===== config.mk =====
export PLATFORM = sky130hd
export DESIGN_NAME = lake_config_loader
export DESIGN_NICKNAME = d
export VERILOG_FILES = /design/src/rtl/lake_config_loader.sv
export SDC_FILE = /design/constraint.sdc
export NUM_CORES = 2
export LEC_CHECK = 0
export CORE_MARGIN = 2
export CORE_UTILIZATION = 53
export DETAILED_ROUTE_END_ITERATION = 8
export GPL_ROUTABILITY_DRIVEN = 1
export PLACE_DENSITY = 0.79
export SLEW_MARGIN = 20
export SYNTH_ARGS = -nofsm -noshare
export SYNTH_HDL_FRONTEND = slang
export SYNTH_SLANG_ARGS = --single-unit

===== constraint.sdc =====
create_clock -name clk -period 2.1 [get_ports clk]
set_input_delay 0.42 -clock clk [delete_from_list [all_inputs] [get_ports clk]]
set_output_delay 0.42 -clock clk [all_outputs]
set_load 0.03 [all_outputs]

===== src/rtl/lake_config_loader.sv =====
// lake_config_loader
//
// Collects a configuration image one bus word at a time into a shadow
// register and commits the whole shadow to config_memory on flush. The
// committed image feeds the downstream lakespec config_memory input, so
// the shadow can be rewritten freely without disturbing a running image.
//
// Optional feature macro: LAKE_CONFIG_READBACK_EN
//   defined   : config_read returns the shadow word one cycle later and
//               out-of-range reads set config_err.
//   undefined : config_rd_data / config_rd_valid are tied to 0 and
//               config_read is ignored.
//
// Ports
//   clk                 single clock, rising edge
//   rst_n               asynchronous active-low reset
//   flush               commit request (only acts in LOADING)
//   config_config_addr  word index for read/write
//   config_config_data  write data
//   config_write        write strobe, one word per cycle
//   config_read         read strobe
//   config_rd_data      read-back data, held while config_rd_valid is low
//   config_rd_valid     one-cycle qualifier for config_rd_data
//   config_memory       committed image
//   config_loaded       high while the FSM is COMMITTED
//   config_err          sticky out-of-range access flag (cleared by reset)
//   dbg_state           FSM state: 0 IDLE, 1 LOADING, 2 COMMITTED
//
// Handshake: there is no backpressure. A strobe sampled high at a rising
// edge is always accepted at that edge; reads answer exactly one cycle
// later with a single-cycle config_rd_valid pulse.

module lake_config_loader #(
    parameter int CONFIG_MEMORY_SIZE = 512,
    parameter int WORD_WIDTH         = 32
) (
    input  logic                          clk,
    input  logic                          rst_n,
    input  logic                          flush,
    input  logic [31:0]                   config_config_addr,
    input  logic [WORD_WIDTH-1:0]         config_config_data,
    input  logic                          config_write,
    input  logic                          config_read,
    output logic [WORD_WIDTH-1:0]         config_rd_data,
    output logic                          config_rd_valid,
    output logic [CONFIG_MEMORY_SIZE-1:0] config_memory,
    output logic                          config_loaded,
    output logic                          config_err,
    output logic [1:0]                    dbg_state
);

    localparam int NW        = (CONFIG_MEMORY_SIZE + WORD_WIDTH - 1) / WORD_WIDTH;
    localparam int LAST_BITS = CONFIG_MEMORY_SIZE - (NW - 1) * WORD_WIDTH;
    // Only the bits of the last word that land inside the image are stored.
    localparam logic [WORD_WIDTH-1:0] LAST_MASK =
        {WORD_WIDTH{1'b1}} >> (WORD_WIDTH - LAST_BITS);

    typedef enum logic [1:0] {
        ST_IDLE      = 2'd0,
        ST_LOADING   = 2'd1,
        ST_COMMITTED = 2'd2
    } state_t;

    state_t                     state;
    logic [WORD_WIDTH-1:0]      shadow [NW];
    logic [NW*WORD_WIDTH-1:0]   shadow_flat;
    logic                       addr_in_range;
    logic                       wr_ok;
    logic                       wr_bad;
    logic                       rd_bad;

    assign addr_in_range = (config_config_addr < 32'(NW));
    assign wr_ok         = config_write && addr_in_range;
    assign wr_bad        = config_write && !addr_in_range;
    assign dbg_state     = state;

    always_comb begin
        shadow_flat = '0;
        for (int k = 0; k < NW; k++) begin
            shadow_flat[k*WORD_WIDTH +: WORD_WIDTH] = shadow[k];
        end
    end

    // Shadow register file.
    always_ff @(posedge clk or negedge rst_n) begin
        if (!rst_n) begin
            for (int k = 0; k < NW; k++) begin
                shadow[k] <= '0;
            end
        end else begin
            for (int k = 0; k < NW; k++) begin
                if (wr_ok && (config_config_addr == 32'(k))) begin
                    shadow[k] <= (k == NW - 1) ? (config_config_data & LAST_MASK)
                                               : config_config_data;
                end
            end
        end
    end

    // Commit FSM. The commit copies the shadow as it stood before this
    // edge, so a write sampled together with flush misses config_memory and
    // leaves the FSM in LOADING.
    always_ff @(posedge clk or negedge rst_n) begin
        if (!rst_n) begin
            state         <= ST_IDLE;
            config_memory <= '0;
            config_loaded <= 1'b0;
        end else begin
            case (state)
                ST_IDLE: begin
                    if (wr_ok) begin
                        state <= ST_LOADING;
                    end
                end
                ST_LOADING: begin
                    if (flush) begin
                        config_memory <= shadow_flat[CONFIG_MEMORY_SIZE-1:0];
                        if (!wr_ok) begin
                            state         <= ST_COMMITTED;
                            config_loaded <= 1'b1;
                        end
                    end
                end
                ST_COMMITTED: begin
                    if (wr_ok) begin
                        state         <= ST_LOADING;
                        config_loaded <= 1'b0;
                    end
                end
                default: begin
                    state         <= ST_IDLE;
                    config_loaded <= 1'b0;
                end
            endcase
        end
    end

    always_ff @(posedge clk or negedge rst_n) begin
        if (!rst_n) begin
            config_err <= 1'b0;
        end else if (wr_bad || rd_bad) begin
            config_err <= 1'b1;
        end
    end

`ifdef LAKE_CONFIG_READBACK_EN
    logic [WORD_WIDTH-1:0] rd_word;

    assign rd_bad = config_read && !addr_in_range;

    // Out-of-range addresses match no word and read back as 0.
    always_comb begin
        rd_word = '0;
        for (int k = 0; k < NW; k++) begin
            if (config_config_addr == 32'(k)) begin
                rd_word = shadow[k];
            end
        end
    end

    // Reads the shadow before this edge's write, giving pre-write data on
    // a same-address read/write collision.
    always_ff @(posedge clk or negedge rst_n) begin
        if (!rst_n) begin
            config_rd_valid <= 1'b0;
            config_rd_data  <= '0;
        end else begin
            config_rd_valid <= config_read;
            if (config_read) begin
                config_rd_data <= rd_word;
            end
        end
    end
`else
    logic unused_read;

    assign unused_read     = config_read;
    assign rd_bad          = 1'b0;
    assign config_rd_data  = '0;
    assign config_rd_valid = 1'b0;
`endif

endmodule

==> impl_results.md <==
* Storage element area at 25700 um^2
* Residual DRC count at 0
* Required @ worst endpoint at 2640 ps
* Vias at 22548
* CP Cell Sequence: clkdlybuf4s50_1 -> nor4_4 -> nand4_4 -> buf_12 -> buf_6 -> buf_4 -> nor4_4 -> buf_6 -> buf_8 -> mux2_2
* Worst-Skew Late Latency at 650 ps
* Clock Skew at 16.8 ps
* Kind of critical path: in -> reg
* Setup violations, final at 0
* Syn Std Cell Area at 38600 um^2
* Fmax at 0.480 GHz
* Core area at 71900 um^2
* Biggest area consumer among synthesized cells: dfrtp_1
* PnR Total Power at 40.0 mW
* Initial core utilization at 53.7%
* Largest vdd supply drop at 528 uV
* Reg2reg end: config_memory[356]$_DFFE_PN0P_
* Number of global-route vias before repair at 24274
* Post-DRT Antenna Nets at 0
* Post-DR wirelength/cell at 26.5 um
* CP endpoint kind: flop
* Sink Count at 1028
* Reg2reg setup slack at 300 ps
* H-tree levels at 3
* Hold WS at 306 ps
* Worst slew pin tran at 526 ps
* Top Ports at 618
* Iter 0 DRT Violations at 1412
* Hpwl dp at 68.7 mm
* Worst-path clk slew at 60 ps
* Vias/cell at 5.55
* CP peak stage delay at 450 ps
* Status: finished clean
* Static leakage at 28.6 nW
* Final cycle utilization of the critical path at 99.2%
* Grt total ovfl at 0
* Share of layout cells above drive strength 1 at 45.3%
* R2r startpoint: dbg_state[0]$_DFFE_PN0P_
* Placed cell area at 47600 um^2
* Number of distinct library cells after synthesis at 24
* Fillcell total at 4605
* Register area share after synthesis at 66.6%
* Synth Register Bits at 1028
* Die area at 75000 um^2
* Global-route wire length before repair at 153 mm
* Dpl ws at -802 ps
* Max-cap violations at 0
* Total Neg Setup Slack at 0 ps
* Max Slew Vio Count at 0
* Synth Instances at 2270
* Clock buffer count from CTS at 100
* Minimum clock period at 2080 ps
* Worst R2R Path Depth at 4
* Startpoint Class: primary input
* GRT Total Usage at 27.3%
* Area contributors post-synth: dfrtp_1, mux2_2, mux2_1, buf_4, clkbuf_1
* Final instance area at 51300 um^2
* Tightest Hold Check Type: in -> async
* Mapped Avg Cell Area at 17.0 um^2
* 1st-pass router iterations at 5
* # rows at 98
* Post-route setup slack at 16.2 ps
* Fin. Hold Viols at 0
* Port-buffer cells at 583
* WP data arrival at 2620 ps
* Pwr Density at 779 nW/um^2
* Clock Path Buffers at 3
* Max-slew headroom at 64.9%
* Die width at 274 um
* Area delta synth->final at 33.0%
* Largest net degree at the start of global routing at 100
* Initial antenna violation count at 7
* CP max FO at 8
* Slowest-stage cell, CP: clkdlybuf4s50_1
* TritonCTS clock tree: yes
* Area share of the largest cell type after synthesis at 66.6%
* Final WL at 108 mm
* Die Y at 274 um
* Final layout net count at 3098
* Synth warnings at 0
* Clk root buf: clkbuf_16
* Placer Congestion at 0.815
* Multi-input gate area at 12900 um^2
[layout by cell type, fill, tap and decap left out, drive strengths merged]
master | netlist | final
dfrtp | 1028 | 1028
mux2 | 1024 | 1024
dlygate4sd2 | 0 | 514
buf | 83 | 199
clkbuf | 89 | 151
clkdlybuf4s50 | 0 | 45
conb | 1 | 33
nor4 | 23 | 23
dlymetal6s2s | 0 | 23
clkinv | 0 | 22
bufinv | 0 | 16
nand2b | 5 | 5
clkinvlp | 0 | 5
diode | 0 | 4
inv | 1 | 4
nand3b | 3 | 3
a21oi | 2 | 2
nand3 | 2 | 2
nand4 | 1 | 1
or2 | 1 | 1
or3 | 1 | 1
nand2 | 1 | 1
nor3 | 1 | 1
nor2b | 1 | 1
a2bb2oi | 1 | 1
a221oi | 1 | 1
o21ai | 1 | 1
dlygate4sd3 | 0 | 1
[registers in the layout (all words and copies together), names as in the netlist]
name and count:
config_memory 512, config_loaded 1, shadow 512, dbg_state 2, config_err 1
[metal layers]
metal	routed length [um]	vias to the layer above	global-route usage (%)
li1	-	9458	-
met1	43900	12068	36.1
met2	53200	812	44.9
met3	6210	204	4.93
met4	4200	6	11.3
met5	44	-	0
[Yosys cell counts]
master	instances
inv_1	1
nand3_1	2
nand3b_1	3
nor4_1	7
o21ai_0	1
dfrtp_1	1028
nor3_1	1
nor4_4	8
or2_2	1
mux2_1	82
nor4_2	8
mux2_2	942
a21oi_1	2
conb_1	1
or3_1	1
nor2b_1	1
nand2b_1	5
clkbuf_1	89
buf_4	55
nand2_1	1
nand4_2	1
a221oi_1	1
a2bb2oi_1	1
buf_2	28
[cells by family (layout without fill, tap and decap cells)]
family | after synthesis | in the layout | synth area share [%]
and+or+nand+nor | 39 | 39 | 1.08
AOI/OAI and AO/OA | 5 | 5 | 0.0843
DFF | 1028 | 1028 | 66.6
muxes | 1024 | 1024 | 29.9
other | 1 | 37 | 0.00971
buffers and inverters | 173 | 980 | 2.31
[cell type report]
| class | count | share of cell area (%) |
|---|---|---|
| sequential | 1028 | 50.1 |
| tap | 950 | 2.32 |
| multi-input combinational | 1101 | 25.2 |
| clock inverter | 46 | 1.34 |
| clock buffer | 136 | 5.53 |
| antenna | 4 | 0.0195 |
| timing repair buffer | 797 | 15.5 |
| inverter | 1 | 0.00731 |
[per-stage QoR]
step | util [%] | instances
after floorplan | - | 2302
after global placement | 66.3 | 3828
after detailed placement | 66.3 | 3828
after CTS | 70.4 | 4014
after global routing | 71.4 | 4060
final | 71.4 | 4063
[worst max-delay path, delay by kind of cell]
kind / cells / cell delay [ps]
muxes: 1 / 350
buffers and inverters: 6 / 1320
and+or+nand+nor: 3 / 510
[repair_timing]
item | 4_1_cts | 5_1_grt
setup buffers | 2 | 26
endpoints found under the hold margin | 21 | 0
resized for setup | 519 | 59
pin swaps | 4 | 19
hold buffers | 1 | 0
cloned | 1 | 19
endpoints found under the setup margin | 567 | 352
[report_power, final]
| part | switching, mW | internal [mW] | total, mW | leakage [nW] |
|---|---|---|---|---|
| Sequential | 0.0000000733 | 19.8 | 19.8 | 14.4 |
| Clock | 7.63 | 11.5 | 19.1 | 1.73 |
| Combinational | 0.825 | 0.278 | 1.10 | 12.5 |
[worst max-delay path by stage]
stage                            from                       to  slack [ps]  cells past startpoint
6_report       config_config_addr[20]  shadow[306]$_DFFE_PN0P_          20                     10
2_1_floorplan  config_config_addr[23]  shadow[385]$_DFFE_PN0P_         -80                      6
3_3_place_gp   config_config_addr[28]  shadow[431]$_DFFE_PN0P_        -770                      7
5_1_grt        config_config_addr[20]   shadow[64]$_DFFE_PN0P_         -20                      9
3_5_place_dp   config_config_addr[15]  shadow[430]$_DFFE_PN0P_        -800                      7
4_1_cts        config_config_addr[26]    shadow[8]$_DFFE_PN0P_          -6                      7
Note: power is estimated with default switching activity, not from simulation.
